File: src/rtl/popcount_pkg.sv
// popcount_pkg: shared state encoding and width/mask helpers for the streaming popcount accumulator
package popcount_pkg;

    typedef enum logic {
        ACC  = 1'b0,
        DONE = 1'b1
    } state_t;

    function automatic int cw_of(input int n_in);
        return $clog2(n_in + 1);
    endfunction

    function automatic int sw_of(input int n_in, input int n_beats);
        return $clog2(n_in * n_beats + 1);
    endfunction

    function automatic logic [31:0] trunc_mask(input int trunc);
        return ~((32'd1 << trunc) - 32'd1);
    endfunction

endpackage

File: src/rtl/popcount_core.sv
// popcount_core: purely combinational exact popcount of one input word
module popcount_core
    import popcount_pkg::*;
#(
    parameter  int N_IN = 24,
    localparam int CW   = cw_of(N_IN)
) (
    input  logic [N_IN-1:0] in_data,
    output logic [CW-1:0]   count
);

    always_comb begin
        count = '0;
        for (int i = 0; i < N_IN; i++)
            count = count + CW'(in_data[i]);
    end

endmodule

File: src/rtl/popcount_acc_seq.sv
// popcount_acc_seq: accumulates (optionally LSB-truncated) popcounts over N_BEATS beats and compares against a threshold
module popcount_acc_seq
    import popcount_pkg::*;
#(
    parameter  int N_IN    = 24,
    parameter  int N_BEATS = 4,
    parameter  int TRUNC   = 0,
    localparam int CW      = cw_of(N_IN),
    localparam int SW      = sw_of(N_IN, N_BEATS)
) (
    input  logic            clk,
    input  logic            rst,
    input  logic            flush,
    input  logic            in_valid,
    output logic            in_ready,
    input  logic [N_IN-1:0] in_data,
    input  logic [SW-1:0]   thr,
    output logic            out_valid,
    input  logic            out_ready,
    output logic [SW-1:0]   out_sum,
    output logic            out_act
);

    localparam int BW = (N_BEATS > 1) ? $clog2(N_BEATS) : 1;

    state_t          state_q, state_d;
    logic [SW-1:0]   acc_q, acc_d, sum_q, sum_d;
    logic [BW-1:0]   cnt_q, cnt_d;
    logic            act_q, act_d;
    logic [CW-1:0]   pc, pc_t;
    logic [SW-1:0]   acc_next;
    logic            in_fire, out_fire, last;

    popcount_core #(.N_IN(N_IN)) u_core (
        .in_data(in_data),
        .count  (pc)
    );

    // truncation is applied to each beat's count before it joins the running sum
    assign pc_t     = pc & CW'(trunc_mask(TRUNC));
    assign acc_next = acc_q + SW'(pc_t);
    assign in_ready = (state_q == ACC);
    assign out_valid = (state_q == DONE);
    assign in_fire  = in_valid & in_ready;
    assign out_fire = out_valid & out_ready;
    assign last     = (cnt_q == BW'(N_BEATS - 1));
    assign out_sum  = sum_q;
    assign out_act  = act_q;

    always_comb begin
        state_d = state_q;
        acc_d   = acc_q;
        cnt_d   = cnt_q;
        sum_d   = sum_q;
        act_d   = act_q;
        if (flush) begin
            state_d = ACC;
            acc_d   = '0;
            cnt_d   = '0;
        end else if (state_q == ACC) begin
            if (in_fire && last) begin
                state_d = DONE;
                sum_d   = acc_next;
                act_d   = (acc_next >= thr);
                acc_d   = '0;
                cnt_d   = '0;
            end else if (in_fire) begin
                acc_d = acc_next;
                cnt_d = cnt_q + BW'(1);
            end
        end else if (out_fire) begin
            state_d = ACC;
        end
    end

    always_ff @(posedge clk or posedge rst) begin
        if (rst) begin
            state_q <= ACC;
            acc_q   <= '0;
            cnt_q   <= '0;
            sum_q   <= '0;
            act_q   <= 1'b0;
        end else begin
            state_q <= state_d;
            acc_q   <= acc_d;
            cnt_q   <= cnt_d;
            sum_q   <= sum_d;
            act_q   <= act_d;
        end
    end

endmodule

File: config.mk
export PLATFORM = sky130hd
export DESIGN_NAME = popcount_acc_seq
export DESIGN_NICKNAME = d
export VERILOG_FILES = /design/src/rtl/popcount_pkg.sv /design/src/rtl/popcount_core.sv /design/src/rtl/popcount_acc_seq.sv
export SDC_FILE = /design/constraint.sdc
export NUM_CORES = 1
export LEC_CHECK = 0
export CELL_PAD_IN_SITES_DETAIL_PLACEMENT = 2
export CELL_PAD_IN_SITES_GLOBAL_PLACEMENT = 2
export CORE_UTILIZATION = 32
export DETAILED_ROUTE_END_ITERATION = 8
export GPL_TIMING_DRIVEN = 0
export PLACE_DENSITY_LB_ADDON = 0.1
export RECOVER_POWER = 25
export SYNTH_ARGS = -nofsm -noshare
export SYNTH_HDL_FRONTEND = slang
export SYNTH_SLANG_ARGS = --single-unit
File: constraint.sdc
create_clock -name clk -period 6.7 [get_ports clk]
set_input_delay 1.34 -clock clk [delete_from_list [all_inputs] [get_ports clk]]
set_output_delay 1.34 -clock clk [all_outputs]
set_load 0.01 [all_outputs]
### After elaboration in Yosys (flattened, before gate mapping)

Cells that the tools add are included.

| word-level totals | value |
|---|---|
| register bits after elaboration | 18 |
| bits in latches | 0 |
| memory bits (writable) | 0 |
| bits in read-only memories | 0 |
| output and inout bits | 10 |
| logic and storage cells | 53 |
| memories | 0 |

| operators by class | value |
|---|---|
| add/subtract/negate cells | 25 |
| multiply operators | 0 |
| div/mod/pow operators | 0 |
| magnitude comparators | 1 |
| equal/unequal tests | 2 |
| shift operators | 0 |
| multiplexer cells | 12 |
| bitwise gates (word level) | 4 |
| reduce and logical (&&, ||, !) cells | 4 |

Operators by type and width:

| cell | number |
|---|---|
| adder 5 x 1 -> 5 bit | 22 |
| 2-to-1 mux 7 bit | 4 |
| 2-to-1 mux 2 bit | 4 |
| adder 7 x 5 -> 7 bit | 1 |
| greater-or-equal comparator 7 bit | 1 |
| 2-to-1 mux 1 bit | 4 |
| AND reduction 3 bit | 1 |
| nonzero test 3 bit | 1 |
| adder 1 x 1 -> 2 bit | 1 |
| adder 2 x 1 -> 2 bit (second input constant) | 1 |
| AND 1 bit | 2 |
| equality test 2 bit (second input constant) | 1 |
| != test 2 bit (second input constant) | 1 |
| inverter 1 bit | 2 |
| AND reduction 2 bit | 1 |
| logical AND 1 bit | 1 |

### Longest topological paths before layout

Gate-level depths: netlist (run 1).

| depth | value |
|---|---|
| word-level depth | 28 |
| depth in mapped cells | 24 |

### Modules after synthesis

Synthesis (run 1) repeated with hierarchy kept, for this count alone.

| second synthesis, totals | value |
|---|---|
| cells, all modules | 153 |
| area total of the unflattened synthesis | 1642.8 sq um |

Modules (own cells, without submodules):

| module | instances | cells an instance | area each (sq um) | seq. area each (sq um) |
|---|---|---|---|---|
| popcount_acc_seq | 1 | 97 | 1068.5 | 450.4 |
| popcount_core | 1 | 56 | 574.3 | 0.0 |

### Worst setup path before layout (run 1)

No wires, ideal clock.

| timing path | value |
|---|---|
| path kind | input to register |
| start point | in in_data[0] |
| end point | reg act_q, in the netlist out_act |
| setup time | 77 ps |
| arrival | 6815 ps |
| data required time | 6623 ps |
| path slack | -193 ps |
| stages | 18 |
| cell sequence | ha_1 inv_1 fa_1 fa_1 fa_1 fa_1 fa_1 fa_1 fa_1 fa_1 nand2b_1 a211oi_2 nand2b_1 xor2_1 ha_1 nand4_1 or3_1 a21oi_1 |

| on the way | value |
|---|---|
| longest elaborated chain between the ends | 25 |

RTL lines:

| element | RTL line | source |
|---|---|---|
| start, declared | popcount_acc_seq.sv:16 | `input logic [N_IN-1:0] in_data,` |
| adder 1 x 1 -> 2 bit | popcount_core.sv:15 | `count = count + CW'(in_data[i]);` |
| adder 5 x 1 -> 5 bit (22 in series) | popcount_core.sv:15 |  |
| adder 7 x 5 -> 7 bit | popcount_acc_seq.sv:41 | `assign acc_next = acc_q + SW'(pc_t);` |
| via acc_next[6] | popcount_acc_seq.sv:31 | `logic [SW-1:0] acc_next;` |
| greater-or-equal comparator 7 bit | popcount_acc_seq.sv:64 | `act_d = (acc_next >= thr);` |
| end signal, assigned | popcount_acc_seq.sv:88 | `act_q <= act_d;` |
| end, declared | popcount_acc_seq.sv:29 | `logic act_q, act_d;` |

The timed path passes the listed nets, and every way through them passes these cells.
A chain may end at the register's enable or synchronous reset.

### Worst setup path in the final report (run 1)

Ends and elaborated chain as after synthesis.

==> results.cfg, run 1 <==
[hold_path]
hp-start = out_sum[0]
holdPathStages = 2
hold_class = register to register
holdPathEnd = out_sum[0]

[floorplanning]
rows = 26
core_area_um2 = 5200
pin_count = 46
initial_core_util = 0.337
dieArea_um2 = 5780
die_h_um = 76.0
die_x_um = 76.0

[drt]
wl_um = 4710
vias = 1413
ant_nets = 0
dr.pass1.iters = 4
viasPerCell = 4.69
dr.first_iter.drc_count = 20
wl_per_cell_um = 15.7
drc = 0

[grt]
grt_overflow = 0
use_met1 = 0.199
grt_max_degree = 19
grt_first_pass_wirelength_um = 8080
grt_use_met2 = 0.353
first_global_vias = 1722
grt.met3_usage = 0.0371
antenna_found_initial = 0
track_usage = 0.179
grt_busiest_layer = met2

[timing]
finalCritPeriodShare = 1.01
tns_ns = -0.0836
fmax_mhz = 147
finalMaxSlewViolations = 0
setup_viol = 1
finalCriticalPeriod_ns = 6.78
setup_slack_ns = -0.0836
fin_hold_ws_ns = 0.498
hold_viol_final = 0
worst_pin_slew_ns = 0.786
slew_headroom = 0.472
rsz0062_at_grt = true
skew_ns = 0.00821

[setup_path]
r2r_slack_ns = 4.04
rr_startpoint = acc_q[0]
cp_max_fo = 2
r2r_end = out_act
critPathLaunch = in_data[0]
required_ns = 6.89
r2r_cells = 11
cp.arrival_ns = 6.97
startpoint_type = input port
crit_type = input port to register
cp-end-kind = register

[layout]
fin_cells = 301
fill_cells = 600
final_net_count = 306
multi_input_area_um2 = 1250
drive_gt1_frac = 0.190
area_delta_synth_final_pct = 41.7
num_antenna_cells = 0
area.sequential_um2 = 450

[place]
post-place-ws_ns = -0.915
place_hpwl_um = 3970
io_buffers = 45
dp.cells = 293
gp_congestion = 0.720

[yosys]
yosysMostFrequentCell = inv_1
ys_ff_latch = 18
synthTopCellsByArea = dfrtp_1 (26%), fa_1 (21%), ha_1 (14%)
ys.warnings.count = 0
yosysUniqueCellTypes = 35
synth_edf_count = 0
synth_async_sr_flop_share = 1.00
dominantRegCellSynth = dfrtp_1
ys_seq_area_frac = 0.257
synth_common_cells = inv_1 (44), ha_1 (20), dfrtp_1 (18), fa_1 (18), nand2_1 (11)
syn_avg_cell_area_um2 = 9.85
synthesis.nets = 252
synthCells = 178
netlist_area_um2 = 1750
synth_top_area_cell = dfrtp_1
synth.top_cell.area_share = 0.257

[clock_tree]
cts_max_level = 1
cts_tree = done
cts.path.max_buffers = 2
holdBufCountCts = 0
cts.clk_slew.worst_paths_ns = 0.08
cts_buffers = 3
clock_sinks = 18
cts.root.buffer_cell = clkbuf_8
clkLatencyLatePin_ns = 0.26

[outcome]
status = complete, but fails checks
failed_checks = negative setup slack

[run]
cap_viol_max_count = 0
how the worst max path moves through the flow:
| stage | end | slack (ns) | cells past startpoint |
|---|---|---|---|
| global route | out_act | -0.21 | 19 |
| finish | out_act | -0.08 | 19 |
| global placement | out_act | -0.82 | 19 |
| CTS | out_act | -0.20 | 19 |
| floorplan | out_act | 0.003 | 18 |
| detailed placement | out_act | -0.92 | 21 |
sequential cells by signal (all words and copies together) (netlist names):
name,cells
out_sum,7
acc_q,7
cnt_q,2
out_act,1
out_valid,1
per-stage QoR:
stage / area, µm² / util
final: 2480 / 0.477
after global routing: 2480 / 0.477
after CTS: 2470 / 0.475
after detailed placement: 2330 / 0.448
after global placement: 2330 / 0.448
after floorplan: 1790 / -
final cells by class:
class,count,share of cell area
Inverter,44,0.0665
Timing Repair Buffer,49,0.191
Sequential cell,18,0.181
Multi-Input combinational cell,115,0.502
Tap cell,70,0.0352
Buffer,1,0.00201
Clock buffer,4,0.0222
cell families (layout without fill, tap and decap cells):
kind of cell    after synthesis  count (layout)  share of synthesized area
compound gates               25              25                      0.106
xor+xnor                      7               7                     0.0392
fa+ha+maj                    38              38                      0.348
buf+inv                      45              98                     0.0970
flops                        18              18                      0.257
mux                           5               5                     0.0314
simple gates                 40              40                      0.122
metal layers:
| layer | share of wire | wire length [µm] |
|---|---|---|
| met1 | 0.40 | 1870 |
| met5 | 0 | 0 |
| met4 | 0.0038 | 18 |
| met3 | 0.031 | 144 |
| met2 | 0.57 | 2680 |
cells in the final DEF (no fill, tap or decap), drive strengths merged, types with 2 or more instances in the layout:
| master | Yosys | routed |
|---|---|---|
| clkbuf | 0 | 4 |
| o21ai | 7 | 7 |
| nor3 | 4 | 4 |
| o31ai | 2 | 2 |
| or3 | 3 | 3 |
| xnor2 | 3 | 3 |
| ha | 20 | 20 |
| dfrtp | 18 | 18 |
| nand2 | 12 | 12 |
| buf | 1 | 7 |
| nor2 | 10 | 10 |
| a211oi | 4 | 4 |
| nand2b | 5 | 5 |
| dlygate4sd2 | 0 | 7 |
| fa | 18 | 18 |
| xor2 | 4 | 4 |
| clkdlybuf4s50 | 0 | 34 |
| mux2 | 4 | 4 |
| a22o | 3 | 3 |
| a21oi | 6 | 6 |
| inv | 44 | 44 |
worst max-delay path: stages:
cell and delay, ns:
buf_6 0.09, ha_4 0.25, inv_2 0.03, fa_1 0.50, fa_1 0.45, fa_1 0.52
fa_1 0.44, fa_1 0.50, fa_2 0.40, fa_2 0.57, inv_2 0.05, ha_4 0.24
a211oi_4 0.36, o31ai_4 0.11, xor2_2 0.19, ha_1 0.31, nand4_1 0.12, or3_4 0.36
a21oi_2 0.12
what timing repair did:
item | CTS | global route
hold endpoints to repair | 0 | 0
buffers inserted | 4 | 0
gates cloned | 0 | 0
pin swaps | 24 | 10
endpoints found under the setup margin | 3 | 1
gates resized for setup | 32 | 5
Power of run 1 is left out: the tool's default activity adds up to more than one toggle a clock period on the data nets, which glitch-free logic cannot reach.
==> run 2: changes to the inputs <==
--- a/config.mk
+++ b/config.mk
@@ -14,4 +14,5 @@
 export RECOVER_POWER = 25
 export SYNTH_ARGS = -nofsm -noshare
 export SYNTH_HDL_FRONTEND = slang
+export SYNTH_HIERARCHICAL = 1
 export SYNTH_SLANG_ARGS = --single-unit
==> run 2 against run 1 <==
  * The run now ends clean
  * Via count down 6.9%
  * Critical endpoint unchanged
  * Largest cell class unchanged
  * Synthesized cell count down 14%
  * Worst hold slack worse by 0.011 ns
  * Non-clock buffer count up 5
==> results.cfg, run 2 <==
[layout]
drive_gt1_frac = 0.250
design_area_um2 = 2370
num_antenna_cells = 0
final_net_count = 287
finalCoreUtilization = 0.492
layout_commonest_cell = clkdlybuf4s50_1
layout_common_cells = clkdlybuf4s50_1 (31), inv_1 (27), dfrtp_1 (18)
area_delta_synth_final_pct = 44.2

[timing]
finalMaxSlewViolations = 0
finalCriticalPeriod_ns = 6.53
worst_pin_slew_ns = 0.851
finalCritPeriodShare = 0.975
fin_hold_ws_ns = 0.487
fmax_mhz = 153
tns_ns = 0
setup_viol = 0
skew_ns = 0.00412
slew_headroom = 0.432
hold_viol_final = 0

[drt]
ant_nets = 0
wl_um = 4120
viasPerCell = 4.71
dr.first_iter.drc_count = 28
vias = 1315
dr.pass1.iters = 4
wl_per_cell_um = 14.8
drc = 0

[grt]
antenna_found_initial = 0
first_global_vias = 1522
grt_first_pass_wirelength_um = 6980
grt_overflow = 0
track_usage = 0.170
grt_max_degree = 19

[place]
gp_congestion = 0.798
postPlaceCellArea_um2 = 2180
place_hpwl_um = 3310
io_buffers = 45

[yosys]
yosysMostFrequentCell = inv_1
synthTopCellsByArea = dfrtp_1 (27%), fa_1 (22%), ha_1 (15%)
synth_top_area_cell = dfrtp_1
syn_avg_cell_area_um2 = 10.7
synth.top_cell.area_share = 0.274
synthCells = 153
synth_edf_count = 0
synth_common_cells = inv_1 (36), ha_1 (20), dfrtp_1 (18), fa_1 (18)
ys.warnings.count = 6
dominantRegCellSynth = dfrtp_1
ys_ff_latch = 18
yosysUniqueCellTypes = 26
ys_seq_area_frac = 0.274
synth_async_sr_flop_share = 1.00
netlist_area_um2 = 1640
synthesis.nets = 227

[floorplanning]
die_x_um = 73.7
pin_count = 46
die_h_um = 73.7
rows = 25
initial_core_util = 0.341
dieArea_um2 = 5420
core_area_um2 = 4820

[setup_path]
cp-end-kind = register
crit_type = input port to register
crit_slowest_cell = fa_2
max_stage_delay_ns = 0.60
required_ns = 6.84
startpoint_type = input port
crit_path_frequent_cell = fa_1
cp.arrival_ns = 6.67
worstPathCellList = dlygate4sd2_1 > fa_1 > fa_1 > inv_1 > fa_1 > fa_1 > fa_1 > inv_2 > ha_4 > fa_2 > ha_1 > a211oi_2 > o21ai_1 > o21ai_2 > xnor2_2 > ha_1 > a21o_1 > a21oi_2 > o21ai_1 > mux2_4
cp_max_fo = 2

[clock_tree]
cts.path.max_buffers = 2
cts.clk_slew.worst_paths_ns = 0.07
cts_max_level = 1
holdBufCountCts = 0
clkLatencyLatePin_ns = 0.25
clock_sinks = 18
cts_buffers = 3
cts_tree = done
cts.root.buffer_cell = clkbuf_8

[power]
ir_drop_uv = 310
cellLeakagePower_uw = 0.00120
power_density_nw_per_um2 = 634

[outcome]
status = finished, final reports clean

[hold_path]
hold_class = register to register

[run]
cap_viol_max_count = 0
run 2: timing repair:
item,4_1_cts,5_1_grt
endpoints found under the hold margin,0,0
pin swaps,25,27
buffers inserted,9,1
endpoints found under the setup margin,1,1
resized for setup,35,21
run 2: path summary, 6_finish.rpt:
kind	startpoint	endpoint	slack, ns	cells past startpoint
max reg2reg	acc_q[0]	out_act	4.08	10
max in group asynchronous	rst	acc_q[2]	4.61	2
min reg2reg	out_sum[0]	out_sum[0]	0.49	1
min in group asynchronous	rst	out_sum[5]	1.64	2
max	in_data[16]	out_act	0.17	20
min	out_sum[0]	out_sum[0]	0.49	1
run 2: per-layer routing:
| layer | vias up | part of all wire | GRT usage | wire length [µm] |
|---|---|---|---|---|
| met5 | - | 0 | 0 | 0 |
| met1 | 672 | 0.40 | 0.203 | 1630 |
| met4 | 0 | 0.0017 | 0.00641 | 7 |
| met2 | 23 | 0.57 | 0.327 | 2350 |
| met3 | 2 | 0.033 | 0.0343 | 135 |
| li1 | 618 | - | - | - |
run 2: cell families after synthesis:
logic type | after synthesis | share of synthesized area
flip-flops | 18 | 0.274
AO/OA/AOI/OAI | 32 | 0.138
AND/OR/NAND/NOR | 12 | 0.0320
adder cells (fa/ha/maj) | 38 | 0.372
XOR/XNOR | 6 | 0.0320
buffers and inverters | 37 | 0.0845
multiplexers | 10 | 0.0678
run 2: area by class of cell:
type | count | area, µm²
Clock buffer | 4 | 55.1
Fill cell | 517 | 2450
Inverter | 37 | 139
Multi-Input combinational cell | 98 | 1150
Sequential cell | 18 | 450
Tap cell | 67 | 83.8
Timing Repair Buffer | 55 | 492
run 2: stage by stage:
| step | power, µW | setup slack (ns) | std cells |
|---|---|---|---|
| finish | 1500 | 0.169 | 279 |
| global route | 1660 | -0.00792 | 279 |
| CTS | 1430 | 0.0164 | 278 |
| detailed placement | 1130 | -0.677 | 265 |
| global placement | 1060 | -0.492 | 265 |
| floorplan | 856 | 0.260 | 153 |
run 2: report_power, final:
part           total, µW  internal [µW]  switching (µW)
clock               87.2           52.2            35.0
sequential           156            136            19.8
combinational       1260            632             626
total               1500            821             681
run 2: critical path: cells and delay by family:
kind,cells,cell delay (ns)
fa+ha+maj,9,3.72
mux,1,0.27
buf+inv,3,0.34
compound gates,6,0.85
xor+xnor,1,0.15
(Power assumes the default switching activity.)
